==> src/rtl/ids_bus_arbiter.sv <==
// Two-requester arbiter (core data port vs DMA) for the IDS bus shared data port.
// Define IDS_ARB_BURST_LIMIT_EN to build in the burst limiter (burst_cnt, o_preempt).
module ids_bus_arbiter #(
  parameter int MAX_BURST = 16,
  parameter int CNT_W     = 5
) (
  input  logic       i_clk,
  input  logic       i_rst_n,
  input  logic       i_req_dmem,
  output logic       o_gnt_dmem,
  input  logic       i_req_dma,
  output logic       o_gnt_dma,
  output logic [1:0] o_owner,
  output logic       o_busy,
  output logic       o_preempt
);

  // state   | meaning
  // --------+-------------------------------
  // ST_IDLE | no grant, bus parked
  // ST_CORE | core data interface owns bus
  // ST_DMA  | DMA engine owns bus
  // Encoding doubles as the owner mux select.
  typedef enum logic [1:0] {
    ST_IDLE = 2'b00,
    ST_CORE = 2'b01,
    ST_DMA  = 2'b10
  } state_t;

  state_t state;
  state_t state_nxt;
  logic   last_dma;

  if (MAX_BURST < 1 || MAX_BURST > (2 ** CNT_W) - 1) begin : g_bad_param
    $error("ids_bus_arbiter: MAX_BURST out of range for CNT_W");
  end

`ifdef IDS_ARB_BURST_LIMIT_EN
  localparam logic [CNT_W-1:0] CNT_MAX = CNT_W'(MAX_BURST);

  logic [CNT_W-1:0] burst_cnt;
  logic             at_limit;
  logic             take_over;
  logic             preempt;

  assign at_limit = (burst_cnt == CNT_MAX);
`endif

  always_comb begin
    state_nxt = state;
`ifdef IDS_ARB_BURST_LIMIT_EN
    take_over = 1'b0;
`endif
    case (state)
      ST_IDLE: begin
        if (i_req_dmem && (!i_req_dma || last_dma)) state_nxt = ST_CORE;
        else if (i_req_dma)                          state_nxt = ST_DMA;
      end
      ST_CORE: begin
        if (!i_req_dmem) begin
          state_nxt = i_req_dma ? ST_DMA : ST_IDLE;
        end
`ifdef IDS_ARB_BURST_LIMIT_EN
        else if (at_limit && i_req_dma) begin
          state_nxt = ST_DMA;
          take_over = 1'b1;
        end
`endif
      end
      ST_DMA: begin
        if (!i_req_dma) begin
          state_nxt = i_req_dmem ? ST_CORE : ST_IDLE;
        end
`ifdef IDS_ARB_BURST_LIMIT_EN
        else if (at_limit && i_req_dmem) begin
          state_nxt = ST_CORE;
          take_over = 1'b1;
        end
`endif
      end
      default: state_nxt = ST_IDLE;
    endcase
  end

  always_ff @(posedge i_clk or negedge i_rst_n) begin
    if (!i_rst_n) begin
      state    <= ST_IDLE;
      last_dma <= 1'b1;
`ifdef IDS_ARB_BURST_LIMIT_EN
      burst_cnt <= '0;
      preempt   <= 1'b0;
`endif
    end else begin
      state <= state_nxt;
      if (state_nxt != ST_IDLE && state_nxt != state) begin
        last_dma <= (state_nxt == ST_DMA);
      end
`ifdef IDS_ARB_BURST_LIMIT_EN
      preempt <= take_over;
      // Counter saturates so an uncontested owner can keep the bus forever.
      if (state_nxt == ST_IDLE)     burst_cnt <= '0;
      else if (state_nxt != state)  burst_cnt <= CNT_W'(1);
      else if (!at_limit)           burst_cnt <= burst_cnt + CNT_W'(1);
`endif
    end
  end

  assign o_gnt_dmem = (state == ST_CORE);
  assign o_gnt_dma  = (state == ST_DMA);
  assign o_owner    = state;
  assign o_busy     = (state != ST_IDLE);
`ifdef IDS_ARB_BURST_LIMIT_EN
  assign o_preempt  = preempt;
`else
  assign o_preempt  = 1'b0;
`endif

endmodule

==> config.mk <==
export PLATFORM = sky130hd
export DESIGN_NAME = ids_bus_arbiter
export DESIGN_NICKNAME = d
export VERILOG_FILES = /design/src/rtl/ids_bus_arbiter.sv
export SDC_FILE = /design/constraint.sdc
export NUM_CORES = 1
export LEC_CHECK = 0
export CAP_MARGIN = 30
export CORE_AREA = 8 8 45 47
export DETAILED_ROUTE_END_ITERATION = 7
export DIE_AREA = 0 0 53 55
export RECOVER_POWER = 50
export SYNTH_ARGS = -nofsm -noshare
export SYNTH_HDL_FRONTEND = slang
export SYNTH_SLANG_ARGS = --single-unit
==> constraint.sdc <==
create_clock -name i_clk -period 1.1 [get_ports i_clk]
set_clock_uncertainty 0.2 [all_clocks]
set_input_delay 0.165 -clock i_clk [delete_from_list [all_inputs] [get_ports i_clk]]
set_output_delay 0.165 -clock i_clk [all_outputs]
set_load 0.05 [all_outputs]
### Yosys cells after proc, flatten, opt, wreduce, memory -nomap -nowiden

Cells that the tools add are included.

| cells by class | value |
|---|---|
| add/sub/neg operators | 0 |
| multipliers | 0 |
| div/mod/pow operators | 0 |
| order comparisons | 0 |
| equal/unequal tests | 4 |
| shift-type cells | 0 |
| muxes and demuxes | 7 |
| bitwise gates (word level) | 0 |
| reductions and logical operators | 7 |

Operators by type and width:

| cell | number |
|---|---|
| $mux 2 | 5 |
| $pmux 2 s3 | 1 |
| $eq 2x2->1 const B | 2 |
| $reduce_bool 2->1 | 2 |
| $eq 2x1->1 const B | 1 |
| $logic_and 1x1->1 | 2 |
| $logic_not 2->1 | 1 |
| $ne 2x2->1 | 1 |
| $logic_not 1->1 | 1 |
| $logic_or 1x1->1 | 1 |
| $mux 1 | 1 |

| storage, ports and cells | value |
|---|---|
| register bits after elaboration | 3 |
| latch bits | 0 |
| RAM bits | 0 |
| ROM bits | 0 |
| input port bits | 4 |
| output and inout port bits | 6 |
| logic and storage cells | 20 |
| memories | 0 |

### Longest topological paths before layout

Gate-level depths: netlist of the first run.

| logic depth | value |
|---|---|
| depth in word-level cells | 7 |
| depth in mapped cells | 3 |
| mapped depth without buffers | 3 |

### Worst setup path after synthesis of the first run

Ideal clock, no wire load.

| path | value |
|---|---|
| path type | flip-flop to output port |
| start point | reg state[1] (netlist: o_owner[1]) |
| end point | out o_gnt_dma |
| data arrival time | 1.492 ns |
| data required time | 0.735 ns |
| setup slack | -0.757 ns |
| stages on the path, launching flop included | 3 |
| buffers on the path | 0 |
| cells stage by stage | dfrtp_1 inv_1 nor2_1 |

| between the ends | value |
|---|---|
| cells in the longest elaborated chain, start to end | 1 |

Ends and longest elaborated chain:

| item | RTL line | source |
|---|---|---|
| start, declared | 30 | `state_t state;` |
| start signal, assigned | 94 | `state <= state_nxt;` |
| $eq 2x2->1 | 109 | `assign o_gnt_dma = (state == ST_DMA);` |
| end, declared | 12 | `output logic o_gnt_dma,` |

No other way between the ends.

### Worst setup path after layout of the first run

| path | value |
|---|---|
| start point | reg state[0] (netlist: o_owner[0]) |
| end point | out o_busy |

| between the ends | value |
|---|---|
| cells in the longest elaborated chain, start to end | 1 |

Ends and longest elaborated chain:

| item | RTL line | source |
|---|---|---|
| $reduce_bool 2->1 | 111 | `assign o_busy = (state != ST_IDLE);` |
| end, declared | 14 | `output logic o_busy,` |

No other way between the ends.

==> results of run 1 <==
[how the worst min path moves through the flow]
stage,from,cells after the start,slack [ns],to
floorplan,i_rst_n,0,-0.33,o_owner[1]
global placement,i_rst_n,1,0.16,o_owner[0]
detailed placement,i_rst_n,1,0.16,o_owner[0]
CTS,i_req_dmem,3,0.32,o_owner[0]
global route,last_dma,2,0.35,last_dma
finish,last_dma,2,0.32,last_dma
[worst min-delay path, cell delays in order (launching register included)]
cell     delay, ns
dfstp_2       0.38
o21ai_0       0.07
o21ai_1       0.06
[timing repair]
action / in CTS / in global routing
hold endpoints to repair: 2 / 0
pin swaps: 7 / 6
resized for setup: 6 / 5
hold buffers: 1 / 0
buffers inserted: 2 / 1
endpoints found under the setup margin: 8 / 8
[through the flow]
stage,area (um^2),worst slack [ns],util,hold slack [ns]
floorplan,189,-0.203,-,-0.331
global placement,354,-0.154,0.256,0.157
detailed placement,354,-0.162,0.256,0.157
CTS,429,-0.375,0.310,0.322
global route,469,-0.405,0.339,0.352
finish,469,-0.371,0.339,0.322
[power breakdown]
| group | total, mW | internal (mW) | switching, mW |
|---|---|---|---|
| clock network | 0.192 | 0.136 | 0.0565 |
| registers | 0.168 | 0.142 | 0.0262 |
| logic | 0.467 | 0.247 | 0.220 |
| total | 0.828 | 0.525 | 0.303 |
[routing by layer]
layer  share of wire  up-vias
li1                -       98
met3           0.081        0
met4               0        0
met5               0        -
met1            0.20       94
met2            0.72        5
[registers in the layout, summed over array words and instances, names as in the netlist]
register  flops
last_dma      1
o_owner       2
[final cells by class]
type / count / share of cell area
clock buffer: 4 / 0.0560
inverter: 2 / 0.0160
multi-input combinational: 14 / 0.243
sequential: 3 / 0.173
tap: 16 / 0.0427
timing repair buffer: 15 / 0.469
[cells in the mapped netlist (all sizes together)]
cell type	number
conb	1
nor3	1
inv	2
o21ai	3
or2	1
a21oi	1
buf	1
dfrtp	2
o22a	1
nor2b	1
dfstp	1
o21a	1
nor2	4
[layout by cell type (no fill, tap or decap), types with 2 or more instances in the layout]
cell type / instances
nor2_4: 3
buf_12: 6
clkdlybuf4s50_1: 3
buf_6: 2
buf_8: 2
clkbuf_4: 3
o21ai_0: 2
[logic make-up after synthesis]
kind of cell	count (synthesis)	share of synthesized area
buffers and inverters	3	0.0903
AND/OR/NAND/NOR	7	0.211
flip-flops	3	0.459
other	1	0.0225
AO/OA/AOI/OAI	6	0.218
==> run metrics, run 1 <==
PwrDens 1760 mW/mm^2; antenna violations before repair 0; DR DRC count 0; FF-to-FF Start o_owner[0]; Gate Count Post-Synth 20; Clock Tree Root clkbuf_4; critical path launch point type register; Starting Density 0.120; MaxCap Viol Count 0; Total Nets Final 43; number of port buffers 8; multi-input logic area 114 um^2; Area growth syn-to-layout 182%; CP peak stage delay ~0.48 ns; drt wl/cell 10.3 um; WS Path Type reg2out; met1 Usage GRT 0.0321; GP Congestion 0.616; Tmin final 1.47 ns; Lkg Pwr 0.195 nW; R2R depth 5; die area 0.00292 mm^2; largest net degree at the start of global routing 5; worst path cell trace or2_4 -> buf_8; worst path buffer plus inverter count 1; routed vias approximately 200; critical path capture point o_busy; post-synthesis sequential area ratio 0.459; fraction of layout cells with a size suffix above 1 0.658; IO Count 10; Critical Path Stages 2; Routed Antenna Nets 0; RR Endpoint o_owner[0]; Mean Syn Cell Area ~8.3 um^2; power consumption just over 800 uW; Die W 53 um; Setup crit start o_owner[0]; Finished Layout Cells 54; Synth top area share 0.301; Inst Count DP 46; total track usage 0.0460; Hold/Removal Path Class reg2reg; CTS tree built; status complete, but fails checks; Detailed Routing Iterations Pass 1 1; Num CTS Buffers 3; CP delay by family, top flip-flops; fmax slightly below 0.7 GHz; initial drt markers 0; Final Worst Setup Slack -0.371 ns; Reg clk slew, reported paths approximately 0.040 ns; Synth Net Count 24; grt met2 use 0.0762; global-route wire length before repair 855 um; gr busiest metal met4; CP max FO 4; Post-Route WL roughly 560 um; Detailed Place HPWL 362 um; yosys warns 0; RSZ-0062 raised after global routing true; worst skew pair latency 0.23 ns; antenna cells 0; M3 GR Usage 0.0160; final setup TNS -2.16 ns; critical path data arrival time approximately 1.1 ns; Fill cells 148; GRT overflow 0; post-synth cell types 15; crit end category primary output; Crit path required time 0.73 ns; Final period util 1.34; dominant cell type by area after synthesis dfrtp_1; vias in the first global route between 200 and 250; synth top area cells dfrtp_1 30%, dfstp_2 16%, nor2_1 6.8%; Rows 14; Mapped Area between 150 and 200 um^2; via/cell ratio 3.65; H-tree depth 1; VDD IR-drop max roughly 460 uV; slowest CP cell dfrtp_4; Core Region 0.00138 mm^2; Fin. Hold Viols 0; max-slew violations 0; failing checks setup timing; sequential cell area 81.3 um^2; r2r setup slk -0.24 ns; chip height 55 um; clock sinks 3; #FFs+latches synth 3; clock buffer depth 2; final-report setup violation count 8
No activity file was read; power rests on OpenSTA's default activity.
==> run 2: changes to the inputs <==
MAX_ROUTING_LAYER = met4   (was default)
==> run metrics, run 2 (synthesized netlist as in run 1, its figures left out) <==
Tmin final 1.47 ns (-0.00000400 ns); Fin. Hold Viols 0 (unchanged); Core Region 0.00138 mm^2 (unchanged); critical path data arrival time 1.11 ns (about the same); Reg clk slew, reported paths 0.04 ns (about the same); antenna violations before repair 0 (unchanged); Clock Tree Root clkbuf_4; largest net degree at the start of global routing 5 (unchanged); fraction of layout cells with a size suffix above 1 0.658 (unchanged); Finished Layout Cells 54 (unchanged); worst skew pair latency 0.23 ns (about the same); clock sinks 3 (unchanged); DR DRC count 0 (unchanged); drt wl/cell 10.4 um (+0.36%); number of flip-flops in the largest register 2 (unchanged); Total Nets Final 43 (unchanged); via/cell ratio 3.65 (unchanged); most frequent cells in the layout 6 x buf_12, 3 x nor2_4, 3 x clkbuf_4, 3 x clkdlybuf4s50_1; VDD IR-drop max 465 uV (about the same); Detailed Routing Iterations Pass 1 1 (unchanged); Area growth syn-to-layout 182% (unchanged); H-tree depth 1 (unchanged); antenna cells 0 (unchanged); die area 0.00292 mm^2 (unchanged); fmax 0.680 GHz (about the same); Inst Count DP 46 (unchanged); max-slew violations 0 (unchanged); GP Congestion 0.620 (+0.71%); number of port buffers 8 (unchanged); crit end category primary output; pre-CTS setup slack -0.162 ns (unchanged); Die W 53 um (unchanged); Rows 14 (unchanged); dpl cell area 354 um^2 (unchanged); PwrDens 1760 mW/mm^2 (about the same); WS Path Type reg2out; r2r setup slk -0.24 ns (about the same); final instance area 469 um^2 (unchanged); IO Count 10 (unchanged); Fill cells 148 (unchanged); Final Worst Setup Slack -0.371 ns (+0.00000400 ns); routed vias 197 (unchanged); clock buffer depth 2 (unchanged); critical path launch point type register; Post-Route WL 559 um (+0.36%); total track usage 0.0474 (+0.00140); CP max FO 4 (unchanged); RSZ-0062 raised after global routing true; initial drt markers 0 (unchanged); vias in the first global route 207 (unchanged); global-route wire length before repair 855 um (unchanged); failing checks setup timing; CTS tree built; Crit path required time 0.73 ns (about the same); GRT overflow 0 (unchanged); Routed Antenna Nets 0 (unchanged); Detailed Place HPWL 362 um (unchanged); Lkg Pwr 0.195 nW (unchanged); Starting Density 0.120 (unchanged); chip height 55 um (unchanged); status complete, but fails checks; most common cell after layout, fill and taps aside buf_12; Hold/Removal Path Class reg2reg; Final period util 1.34 (about the same); final-report setup violation count 8 (unchanged); MaxCap Viol Count 0 (unchanged); Num CTS Buffers 3 (unchanged)
## run 2: cell counts in the layout (fill, tap and decap cells not counted)
Identical to the previous run, type by type.
## run 2: timing repair
action,CTS,global route
endpoints found under the setup margin,8,8
buffers inserted,2,1
hold buffers,1,0
gates cloned,0,0
gates resized for setup,6,5
endpoints found under the hold margin,2,0
pin swaps,7,6
## run 2: worst max-delay path: stages, from the launching register on
cell and delay, ns:
dfrtp_4 0.48, or2_4 0.24, buf_8 0.15
## run 2: area by class of cell
| cell class | instances | area [um^2] | share of cell area |
|---|---|---|---|
| inverters | 2 | 7.51 | 0.0160 |
| multi-input cells | 14 | 114 | 0.243 |
| flip-flops and latches | 3 | 81.3 | 0.173 |
| well taps | 16 | 20.0 | 0.0427 |
| clock buffers | 4 | 26.3 | 0.0560 |
| repair buffers | 15 | 220 | 0.469 |
## run 2: routing by layer
layer  vias to the layer above  global-route usage  wire (um)
met5                         -                   -          0
met4                         0              0.0776          0
met3                         0              0.0160         45
met2                         5              0.0762        400
met1                        94              0.0321        112
li1                         98                   -          -
## run 2: where the power goes
part	internal [mW]	switching (mW)	leakage [nW]
clock network	0.136	0.0565	0.0150
logic	0.247	0.220	0.147
registers	0.142	0.0261	0.0331
## run 2: final timing paths
check,from,end,cells past startpoint
setup / recovery,o_owner[0],o_busy,2
hold / removal,last_dma,last_dma,2
setup reg to reg,o_owner[0],o_owner[0],5
hold reg to reg,last_dma,last_dma,2
max in group asynchronous,i_rst_n,last_dma,2
min in group asynchronous,i_rst_n,o_owner[0],2
## run 2: per-stage QoR
stage / power [mW] / hold slack [ns] / util / setup TNS, ns
after floorplan: 0.359 / -0.331 / - / -0.842
final: 0.828 / 0.320 / 0.339 / -2.17
after global placement: 0.534 / 0.157 / 0.256 / -0.749
after CTS: 0.797 / 0.322 / 0.310 / -2.01
after global routing: 0.878 / 0.352 / 0.339 / -2.53
after detailed placement: 0.535 / 0.157 / 0.256 / -0.806
==> run 3: changes to the inputs <==
CTS_BUF_LIST = sky130_fd_sc_hd__clkbuf_16   (was default)
TNS_END_PERCENT = 30   (was default)
==> run metrics, run 3 (synthesized netlist as in run 1, its figures left out) <==
status complete, but fails checks; failing checks setup timing; routed vias 189 (-4.1%); total track usage 0.0423 (-0.00512); antenna cells 0 (unchanged); Starting Density 0.120 (unchanged); most frequent cells in the layout 5 x buf_12, 3 x clkbuf_16; FF-to-FF Start o_owner[0]; drt wl/cell 10.0 um (-3.4%); Die W 53 um (unchanged); MaxCap Viol Count 0 (unchanged); antenna violations before repair 0 (unchanged); Total Nets Final 40 (-7.0%); Setup crit start o_owner[0]; Final Worst Setup Slack -0.362 ns (+0.00863 ns); clock sinks 3 (unchanged); CTS tree built; Final period util 1.33 (-0.00784); via/cell ratio 3.71 (+1.6%); clock buffer depth 2 (unchanged); Crit path required time 0.73 ns (about the same); largest net degree at the start of global routing 6 (+1); final core utilization 0.324 (-0.0154); Routed Antenna Nets 0 (unchanged); Post-Route WL 510 um (-8.8%); Rows 14 (unchanged); DR DRC count 0 (unchanged); number of flip-flops in the largest register 2 (unchanged); number of port buffers 8 (unchanged); Reg clk slew, reported paths 0.03 ns (about the same); final setup TNS -1.78 ns (+0.382 ns); pre-CTS setup slack -0.166 ns (-0.00414 ns); Detailed Place HPWL 397 um (+9.9%); power consumption 1.12 mW (+35%); final-report setup violation count 8 (unchanged); vias in the first global route 194 (-6.3%); Core Region 0.00138 mm^2 (unchanged); GP Congestion 0.617 (-0.58%); most common cell after layout, fill and taps aside buf_12; Num CTS Buffers 3 (unchanged); fraction of layout cells with a size suffix above 1 0.543 (-0.115); CP max FO 4 (unchanged); IO Count 10 (unchanged); H-tree depth 1 (unchanged); fmax 0.684 GHz (+0.59%); GRT overflow 0 (unchanged); worst skew pair latency 0.22 ns (about the same); critical path data arrival time 1.10 ns (about the same); RSZ-0062 raised after global routing true; Tmin final 1.46 ns (-0.00863 ns); chip height 55 um (unchanged); crit end category primary output; VDD IR-drop max 915 uV (+97%); Fill cells 150 (+1.4%); Detailed Routing Iterations Pass 1 1 (unchanged); Area growth syn-to-layout 169%; PwrDens 2500 mW/mm^2 (+42%); Hold/Removal Path Class in2async; Lkg Pwr 0.194 nW (-0.46%); Clock Tree Root clkbuf_16; WS Path Type reg2out; critical path launch point type register; global-route wire length before repair 786 um (-8.1%); max-slew violations 0 (unchanged); die area 0.00292 mm^2 (unchanged); initial drt markers 0 (unchanged); Fin. Hold Viols 0 (unchanged)
## run 3: through the flow
| step | std cells | area (um^2) | hold slack [ns] |
|---|---|---|---|
| after global placement | 45 | 347 | 0.156 |
| after global routing | 51 | 448 | 0.110 |
| after detailed placement | 45 | 347 | 0.160 |
| final | 51 | 448 | 0.0886 |
| after floorplan | 20 | 189 | -0.331 |
| after CTS | 51 | 449 | 0.327 |
## run 3: layout make-up
class | count | area, um^2 | share of cell area
sequential | 3 | 81.3 | 0.182
clock inverter | 1 | 3.75 | 0.00838
clock buffer | 3 | 75.1 | 0.168
multi-input combinational | 14 | 97.6 | 0.218
tap | 16 | 20.0 | 0.0447
inverter | 2 | 10.0 | 0.0223
timing repair buffer | 12 | 160 | 0.358
## run 3: power breakdown
part / total (mW) / internal [mW] / switching [mW]
clock network: 0.571 / 0.469 / 0.102
logic: 0.382 / 0.186 / 0.196
registers: 0.169 / 0.142 / 0.0267
## run 3: timing repair
action	in CTS	in global routing
hold buffers	1	0
endpoints found under the setup margin	8	9
hold endpoints to repair	2	0
gates resized for setup	2	3
buffers inserted	1	0
## run 3: final timing paths
path                                    to  slack (ns)  depth (start not counted)
worst min-delay path            o_owner[0]        0.09                          2
worst min register to register    last_dma        0.34                          2
min in group i_clk                last_dma        0.34                          2
worst max-delay path                o_busy       -0.36                          2
max in group asynchronous         last_dma        0.39                          2
worst max register to register  o_owner[0]       -0.16                          4
## run 3: worst max-delay path: stages (launching register included)
cell,delay [ns]
dfrtp_4,0.49
or2_4,0.24
buf_6,0.15
## run 3: per-layer routing
metal / vias up / part of all wire / global-route usage
met4: 0 / 0.041 / 0.0647
met2: 8 / 0.57 / 0.0723
met5: - / 0 / -
met3: 2 / 0.11 / 0.00802
li1: 94 / - / -
met1: 85 / 0.27 / 0.0304
